<file path="config.mk">
export PLATFORM = sky130hd
export DESIGN_NAME = lane_writeback_queue
export DESIGN_NICKNAME = d
export VERILOG_FILES = /design/src/rtl/lane_writeback_queue.sv
export SDC_FILE = /design/constraint.sdc
export NUM_CORES = 1
export LEC_CHECK = 0
export ABC_AREA = 1
export CAP_MARGIN = 20
export CORE_AREA = 3 3 267 269
export CTS_CLUSTER_SIZE = 24
export DETAILED_ROUTE_END_ITERATION = 12
export DIE_AREA = 0 0 270 272
export HOLD_SLACK_MARGIN = 0.15
export PLACE_DENSITY = 0.46
export SLEW_MARGIN = 40
export SYNTH_ARGS = -nofsm -noshare
export SYNTH_HDL_FRONTEND = slang
export SYNTH_SLANG_ARGS = --single-unit
</file>
<file path="constraint.sdc">
create_clock -name clk -period 6.7 [get_ports clk]
set_clock_uncertainty 0.05 [all_clocks]
set_input_delay 1.34 -clock clk [delete_from_list [all_inputs] [get_ports clk]]
set_output_delay 1.34 -clock clk [all_outputs]
set_load 0.03 [all_outputs]
</file>
<file path="src/rtl/lane_writeback_queue.sv">
// Lane writeback queue: FIFO between the lane ALU and the VRF write port,
// packing mask-result beats into full mask words. Optional LANE_WB_BYPASS_EN.
module lane_writeback_queue #(
  parameter int DATA_WIDTH = 64,
  parameter int DEPTH      = 4,
  parameter int REG_BITS   = 5
) (
  input  logic                    clk,
  input  logic                    rst,
  input  logic                    in_valid,
  output logic                    in_ready,
  input  logic [DATA_WIDTH-1:0]   in_data,
  input  logic                    in_mask_wb,
  input  logic [2:0]              in_sew,
  input  logic [REG_BITS-1:0]     in_dst,
  input  logic                    in_last,
  output logic                    wr_valid,
  input  logic                    wr_ready,
  output logic [DATA_WIDTH-1:0]   wr_data,
  output logic [REG_BITS-1:0]     wr_addr,
  output logic [DATA_WIDTH/8-1:0] wr_be,
  output logic                    done
);

  localparam int BE_W = DATA_WIDTH / 8;
  localparam int PW   = $clog2(DEPTH);
  localparam int CW   = PW + 1;
  localparam int BW   = $clog2(DATA_WIDTH) + 1;

  typedef struct packed {
    logic [DATA_WIDTH-1:0] data;
    logic [REG_BITS-1:0]   addr;
    logic [BE_W-1:0]       be;
    logic                  last;
  } entry_t;

  typedef enum logic {EMPTY, ACCUM} state_t;

  function automatic logic [BE_W-1:0] bytes_written(input logic [BW-1:0] bits);
    logic [BE_W-1:0] be;
    be = '0;
    for (int k = 0; k < BE_W; k++) be[k] = (BW'(8 * k) < bits);
    return be;
  endfunction

  state_t                state, state_nxt;
  logic [DATA_WIDTH-1:0] acc_data;
  logic [BW-1:0]         acc_bits;
  logic [REG_BITS-1:0]   acc_dst;

  entry_t [DEPTH-1:0]    mem;
  logic [PW-1:0]         wr_ptr, rd_ptr;
  logic [CW-1:0]         count;

  logic [1:0]            sew_eff;
  logic [BW-1:0]         n_elem, sum;
  logic [DATA_WIDTH-1:0] elem_mask, merged;
  logic                  full_word, not_full, conflict, accept;
  logic                  push, acc_load, acc_clear;
  entry_t                push_e, head, out_e;
  logic                  bypass, fifo_push, fifo_pop;

  // Element count per beat; codes above 3 behave as 64-bit elements.
  assign sew_eff   = in_sew[2] ? 2'd3 : in_sew[1:0];
  assign n_elem    = BW'(DATA_WIDTH >> (3 + int'(sew_eff)));
  assign elem_mask = (DATA_WIDTH'(1) << n_elem) - DATA_WIDTH'(1);
  // The accumulator is kept zeroed while EMPTY, so one merge path serves both states.
  assign merged    = acc_data | ((in_data & elem_mask) << acc_bits);
  assign sum       = acc_bits + n_elem;
  assign full_word = (sum >= BW'(DATA_WIDTH));

  assign not_full = (count < CW'(DEPTH));
  assign conflict = (state == ACCUM) && in_valid && (!in_mask_wb || (in_dst != acc_dst));
  assign in_ready = not_full && !conflict;
  assign accept   = in_valid && in_ready;

  always_ff @(posedge clk or negedge rst) begin
    if (!rst) state <= EMPTY;
    else      state <= state_nxt;
  end

  always_comb begin
    state_nxt = state;
    case (state)
      EMPTY: if (accept && in_mask_wb && !(full_word || in_last)) state_nxt = ACCUM;
      ACCUM: begin
        if (conflict && not_full)                    state_nxt = EMPTY;
        else if (accept && (full_word || in_last))   state_nxt = EMPTY;
      end
      default: state_nxt = EMPTY;
    endcase
  end

  always_comb begin
    push      = 1'b0;
    push_e    = '0;
    acc_load  = 1'b0;
    acc_clear = 1'b0;
    if (conflict) begin
      // Forced flush: the held beat is not consumed, so last is never set here.
      if (not_full) begin
        push      = 1'b1;
        push_e    = {acc_data, acc_dst, bytes_written(acc_bits), 1'b0};
        acc_clear = 1'b1;
      end
    end else if (accept) begin
      if (!in_mask_wb) begin
        push   = 1'b1;
        push_e = {in_data, in_dst, {BE_W{1'b1}}, in_last};
      end else if (full_word || in_last) begin
        push      = 1'b1;
        push_e    = {merged, in_dst, bytes_written(sum), in_last};
        acc_clear = 1'b1;
      end else begin
        acc_load = 1'b1;
      end
    end
  end

  always_ff @(posedge clk or negedge rst) begin
    if (!rst) begin
      acc_data <= '0;
      acc_bits <= '0;
      acc_dst  <= '0;
    end else if (acc_clear) begin
      acc_data <= '0;
      acc_bits <= '0;
    end else if (acc_load) begin
      acc_data <= merged;
      acc_bits <= sum;
      acc_dst  <= in_dst;
    end
  end

`ifdef LANE_WB_BYPASS_EN
  assign bypass = push && (count == '0) && wr_ready;
`else
  assign bypass = 1'b0;
`endif

  assign head      = mem[rd_ptr];
  assign fifo_pop  = (count != '0) && wr_ready;
  assign fifo_push = push && !bypass;

  // Outputs are zero whenever nothing is presented.
  assign out_e    = bypass ? push_e : ((count != '0) ? head : '0);
  assign wr_valid = (count != '0) || bypass;
  assign wr_data  = out_e.data;
  assign wr_addr  = out_e.addr;
  assign wr_be    = out_e.be;

  always_ff @(posedge clk) begin
    if (fifo_push) mem[wr_ptr] <= push_e;
  end

  always_ff @(posedge clk or negedge rst) begin
    if (!rst) begin
      wr_ptr <= '0;
      rd_ptr <= '0;
      count  <= '0;
      done   <= 1'b0;
    end else begin
      if (fifo_push) wr_ptr <= wr_ptr + PW'(1);
      if (fifo_pop)  rd_ptr <= rd_ptr + PW'(1);
      count <= count + CW'(fifo_push) - CW'(fifo_pop);
      done  <= (fifo_pop && head.last) || (bypass && push_e.last);
    end
  end

endmodule

</file>
==> impl_metrics.json, run 1 <==
{
  "path_common_cell": "clkdlybuf4s50_1",
  "slowest_stage": "clkdlybuf4s50_1",
  "cp_slowest_stage_delay_ns": 0.71,
  "worstReg2RegStart": "acc_bits[1]",
  "worstRegToRegCells": 14,
  "status": "finished, final reports clean",
  "drv_slew": 0,
  "clockBufferDepth": 3,
  "cts_buffers": 44,
  "holdBufCountCts": 0,
  "crit_buf_inv": 3,
  "p_sw_share_pct": 44.9,
  "synth_top_cell_by_area": "edfxtp_1",
  "cts-root-buf": "clkbuf_16",
  "min_delay_path_depth": 2,
  "synth_area_um2": 20700,
  "p_sw_mw": 5.14,
  "drt-vias-per-instance": 5.01,
  "layout.nets": 2656,
  "rows": 96,
  "ff2ff_setup_slack_ns": 2.97,
  "async_flop_share_pct": 21.4,
  "grt_max_degree": 92,
  "dieHeight_um": 272,
  "fin_hold_ws_ns": 0.437,
  "route.vias.total": 17678,
  "dpl.hpwl_um": 52100,
  "grt_usage_pct": 20.3,
  "cts_tree": "done",
  "cts_sinks": 397,
  "fmax_mhz": 194,
  "power.density_nw_per_um2": 466,
  "htreeDepth": 2,
  "grt_pass1_vias": 16694,
  "routabilityCongestion": 0.960,
  "synth.top_cell.area_share_pct": 45.3,
  "setup_viol_count_final": 0,
  "required_ns": 5.31,
  "start_kind": "input port",
  "syn_nets": 2559,
  "drive_above_1_share_pct": 5.47,
  "rsz0062_at_grt": "false",
  "crit_fanout": 4,
  "clk_pin_slew_ns": 0.06,
  "drc": 0,
  "leakagePower_nw": 9.94,
  "avgSynthCellArea_um2": 8.39,
  "first_pass_iters": 5,
  "cap_violations": 0,
  "synth-main-ff-cell": "edfxtp_1",
  "cts_setup_buffers": 0,
  "synth_edf_count": 312,
  "die_x_um": 270,
  "coreArea_um2": 68800,
  "peakVddDrop_uv": 206,
  "fin_area_um2": 24600,
  "cpLargestDelayFamily": "buffers and inverters",
  "fin_cells": 3530,
  "power_frac_seq_pct": 29.9,
  "drtAntennaViolNets": 0,
  "die_area_um2": 73400,
  "wl_um": 75800,
  "wl_per_cell_um": 21.5,
  "gr-total-overflow": 0,
  "fin_crit_ns": 5.16,
  "syn_inst": 2467,
  "crit_chain": "clkdlybuf4s50_1 > nand2_1 > nor3_1 > nand3_1 > nand2_2 > inv_1 > nor2_1 > clkdlybuf4s50_1",
  "drt_iter0_markers": 1614,
  "maxSlewHeadroom_pct": 42.6,
  "post_cts_resized": 0,
  "most-common-layout-cells": "nand2_1 (647), nor2_1 (382), edfxtp_1 (312)",
  "holdPathEnd": "acc_data[34]",
  "pwr-share-clk_pct": 20.7,
  "clk_latency_ns": 0.57,
  "internal-power_mw": 6.30,
  "final_common_cell": "nand2_1",
  "port_buffers": 157,
  "nFillCells": 7050,
  "grt_pass1_wl_um": 112000,
  "finalSetupTns_ns": 0,
  "pwr-share-comb_pct": 49.4,
  "ys_types": 44,
  "hold_class": "reg -> reg",
  "critical_path_cell_count": 8,
  "place_area_um2": 23200,
  "dp.cells": 3449,
  "pin_count": 158,
  "syn_to_final_growth_pct": 18.7,
  "critPathArrivalTime_ns": 3.77,
  "synth_area_leaders": "edfxtp_1 (45%), nand2_1 (12%), dfrtp_1 (10%)",
  "yosys_warnings": 0,
  "start_util_pct": 30.1,
  "finalHoldViolCount": 0,
  "worstMarginPinSlew_ns": 0.852,
  "ys_ff_latch": 397,
  "cp-end-kind": "output port",
  "r2r_end": "count[2]",
  "worstHoldStart": "acc_data[34]",
  "antenna_found_initial": 3,
  "fin_crit_sh_pct": 77.1,
  "ys_seq_area_share_pct": 55.5,
  "crit_type": "in -> out"
}
worst max path at each step:
stage	startpoint	endpoint	slack, ns
after floorplan	in_sew[1]	mem[0]	-0.18
after global placement	in_sew[1]	count[2]	1.11
after detailed placement	in_sew[1]	count[2]	1.03
after CTS	in_mask_wb	in_ready	1.53
after global routing	in_mask_wb	in_ready	1.38
final	in_mask_wb	in_ready	1.54
power groups by stage:
stage	logic (mW)	registers (mW)	clock network (mW)
detailed placement	5.70	3.47	0
CTS	5.72	3.42	2.42
floorplan	3.52	3.37	0
global route	6.20	3.46	2.52
global placement	5.65	3.49	0
finish	5.66	3.42	2.37
synth_stat cells, types with 2 or more instances:
master and instances:
inv_1 158, a21oi_1 129, nand2_2 3, nor2_4 2, nor2_1 389, and2_1 14, a21o_1 2, nor2_8 2
nand3_1 196, nor2_2 5, xor2_1 6, a31oi_1 4, dfrtp_1 85, buf_6 9, buf_1 12, nand2_4 2
nand2_1 647, ha_1 12, clkinv_1 2, o21ai_0 247, edfxtp_1 312, buf_2 32, buf_4 12, fa_1 2
or2_2 5, o21ai_1 36, o211ai_1 18, o22ai_1 7, inv_2 8, nor3_1 3, nand4_1 19, clkbuf_1 75
worst register-to-register path, cell delays in order, from the launching register on:
cell     delay, ns
dfrtp_1       0.36
inv_2         0.24
fa_1          0.56
o21ai_2       0.32
nand3_1       0.21
nand4_2       0.22
nand3_1       0.09
nand2_1       0.14
inv_1         0.19
ha_1          0.33
inv_1         0.04
ha_1          0.18
fa_1          0.37
xnor2_1       0.17
xor2_1        0.16
metrics by stage:
step                      power [mW]  util [%]  worst slack, ns
final                           11.4      35.7             1.54
after global placement          9.14      33.6             1.11
after floorplan                 6.89         -           -0.185
after CTS                       11.6      35.7             1.53
after detailed placement        9.17      33.7             1.03
after global routing            12.2      35.7             1.38
registers in the layout, indices dropped and copies added (netlist names):
name and cells:
count 3, state 1, acc_bits 7, mem 312, done 1, wr_ptr 2, acc_data 64, rd_ptr 2
acc_dst 5
logic make-up (layout without fill, tap and decap cells):
family / after synthesis / count (layout) / synth area share (%)
compound gates: 446 / 446 / 11.1
xor+xnor: 7 / 7 / 0.296
fa+ha+maj: 14 / 14 / 0.919
buf+inv: 309 / 439 / 6.35
flops: 397 / 397 / 55.5
other cells: 1 / 3 / 0.0181
simple gates: 1293 / 1293 / 25.7
layer usage:
metal | wire length [um] | global-route usage (%) | vias to the layer above
li1 | - | - | 8419
met1 | 35200 | 28.8 | 8670
met2 | 34300 | 31.8 | 488
met3 | 4390 | 3.81 | 95
met4 | 1860 | 5.48 | 6
met5 | 40 | 0 | -
layout make-up:
type / count / area, um2 / share of cell area, %
Antenna cell: 2 / 5.00 / 0.0204
Multi-Input combinational cell: 1761 / 7950 / 32.3
Timing Repair Buffer: 191 / 1930 / 7.84
Inverter: 169 / 643 / 2.62
Clock buffer: 57 / 1210 / 4.93
Sequential cell: 397 / 11500 / 46.8
Clock inverter: 22 / 179 / 0.728
Tap cell: 931 / 1160 / 4.74
No activity file was read; power rests on OpenSTA's default activity.
==> run 2: changes to the inputs <==
--- a/config.mk
+++ b/config.mk
@@ -12,7 +12,7 @@
 export DETAILED_ROUTE_END_ITERATION = 12
 export DIE_AREA = 0 0 270 272
 export HOLD_SLACK_MARGIN = 0.15
-export PLACE_DENSITY = 0.46
+export PLACE_DENSITY = 0.48
 export SLEW_MARGIN = 40
 export SYNTH_ARGS = -nofsm -noshare
 export SYNTH_HDL_FRONTEND = slang
==> constraint.sdc (replaced) <==
create_clock -name clk -period 4.5 [get_ports clk]
set_clock_uncertainty 0.05 [all_clocks]
set_input_delay 0.9 -clock clk [delete_from_list [all_inputs] [get_ports clk]]
set_output_delay 0.9 -clock clk [all_outputs]
set_load 0.03 [all_outputs]
==> run 2 against run 1 <==
Compared with the run above: sequential cell count unchanged; total power grew 50%; sequential power up 48%; die area did not move; worst setup slack worse by 1.3 ns; core utilization increased by 0.53 points; first-iteration DRC count increased by 0.12%; worst hold slack lost 0.10 ns; critical path depth decreased by 2; non-clock buffer count up 33; sequential share of layout area down 0.69 points; combinational power up 52%; largest cell class unchanged; highest routed layer unchanged.
==> impl_metrics.json, run 2 (synthesized netlist as in run 1, its figures left out) <==
{
  "cap_violations": 0,
  "finalHoldViolCount": 0,
  "drc": 0,
  "wl_um": 75600,
  "status": "finished, final reports clean",
  "coreArea_um2": 68800,
  "fmax_mhz": 236,
  "port_buffers": 157,
  "clk_latency_ns": 0.56,
  "rsz0062_at_grt": "false",
  "wl_per_cell_um": 21.2,
  "worstRegToRegCells": 11,
  "dpl.hpwl_um": 52900,
  "dieHeight_um": 272,
  "drt_iter0_markers": 1616,
  "crit_path_start": "rd_ptr[0]",
  "gr-total-overflow": 0,
  "r2r_end": "mem[119]",
  "cts_tree": "done",
  "pin_count": 158,
  "required_ns": 3.55,
  "ff2ff_setup_slack_ns": 1.34,
  "reg_top3": "mem (312), acc_data (64), acc_bits (7)",
  "largest_register_ffs": 312,
  "drive_above_1_share_pct": 6.58,
  "htreeDepth": 2,
  "top_layer_used": "met5",
  "clk_pin_slew_ns": 0.06,
  "critPathArrivalTime_ns": 3.29,
  "most-common-layout-cells": "nand2_1 (647), nor2_1 (384), edfxtp_1 (312)",
  "power.density_nw_per_um2": 689,
  "crit_end": "wr_data[38]",
  "crit_fanout": 71,
  "hold_class": "in -> async",
  "drt-vias-per-instance": 4.97,
  "leakagePower_nw": 10.1,
  "start_util_pct": 30.1,
  "grt_max_degree": 89,
  "antenna_found_initial": 2,
  "grt_pass1_vias": 17042,
  "start_kind": "flip-flop",
  "first_pass_iters": 5,
  "cts-root-buf": "clkbuf_16",
  "worstReg2RegStart": "acc_bits[2]",
  "cp-end-kind": "output port",
  "die_x_um": 270,
  "place_area_um2": 23600,
  "die_area_um2": 73400,
  "met2_length_um": 34300,
  "cts_buffers": 44,
  "cts_sinks": 397,
  "drtAntennaViolNets": 0,
  "finalPower_mw": 17.2,
  "drv_slew": 0,
  "fin_crit_ns": 4.24,
  "grt_usage_pct": 20.3,
  "layout.nets": 2689,
  "maxSlewHeadroom_pct": 45.8,
  "grt_pass1_wl_um": 113000,
  "final_common_cell": "nand2_1",
  "rows": 96,
  "fin_crit_sh_pct": 94.3,
  "met3_length_um": 4590,
  "route.vias.total": 17698,
  "clockBufferDepth": 3,
  "routabilityCongestion": 0.984,
  "regMostFlops": "mem",
  "holdBufCountCts": 0,
  "syn_to_final_growth_pct": 20.5,
  "fin_area_um2": 24900,
  "setup_viol_count_final": 0,
  "worstMarginPinSlew_ns": 0.809,
  "peakVddDrop_uv": 359,
  "crit_type": "reg -> out",
  "drt-met1-wl_um": 34700
}
-- run 2: cell count changes in the layout (fill, tap and decap cells not counted), sizes merged --
cell	change
clkdlybuf4s50	-1
buf	+33
diode	-1
inv	+2
clkbuf	+2
dlymetal6s2s	+1
clkinv	-5
-- run 2: routing by layer --
metal	up-vias	global-route usage, %
li1	8468	-
met1	8557	28.9
met2	569	32.1
met3	102	3.14
met4	2	5.61
met5	-	0
-- run 2: final cells by class --
type	count	area [um2]
Multi-Input combinational cell	1761	7940
Fill cell	7013	43900
Clock inverter	19	176
Timing Repair Buffer	224	2310
Antenna cell	1	2.50
Inverter	169	642
Clock buffer	59	1210
Tap cell	931	1160
Sequential cell	397	11500
-- run 2: worst min path at each step --
stage,cells after the start,slack (ns),end
floorplan,2,0.40,acc_data[33]
global placement,2,0.41,acc_data[34]
detailed placement,2,0.42,acc_data[34]
CTS,1,0.33,acc_data[59]
global route,1,0.36,acc_data[60]
finish,1,0.34,acc_data[59]
-- run 2: where the power goes --
| group | internal, mW | switching (mW) |
|---|---|---|
| registers | 4.74 | 0.317 |
| logic | 2.72 | 5.91 |
| clock network | 2.06 | 1.45 |
| total | 9.51 | 7.68 |
-- run 2: repair_timing --
action,4_1_cts,5_1_grt
buffers inserted,0,0
resized for setup,0,2
endpoints found under the setup margin,0,2
-- run 2: per-stage QoR --
stage	utilization [%]	setup WS [ns]	std cells	hold WS, ns	setup TNS (ns)
floorplan	-	-0.659	2467	0.399	-205.57
global placement	34.2	0.151	3482	0.412	0
detailed placement	34.2	0.150	3482	0.416	0
CTS	36.2	0.144	3560	0.332	0
global route	36.2	0.00415	3560	0.356	0
finish	36.2	0.259	3561	0.335	0
-- run 2: worst max-delay path, stage by stage (launching register included) --
cell and delay [ns]:
dfrtp_4 0.69, inv_6 0.30, buf_12 0.29, buf_4 0.28, o21ai_0 0.11, a21oi_1 0.25
clkdlybuf4s50_1 0.72
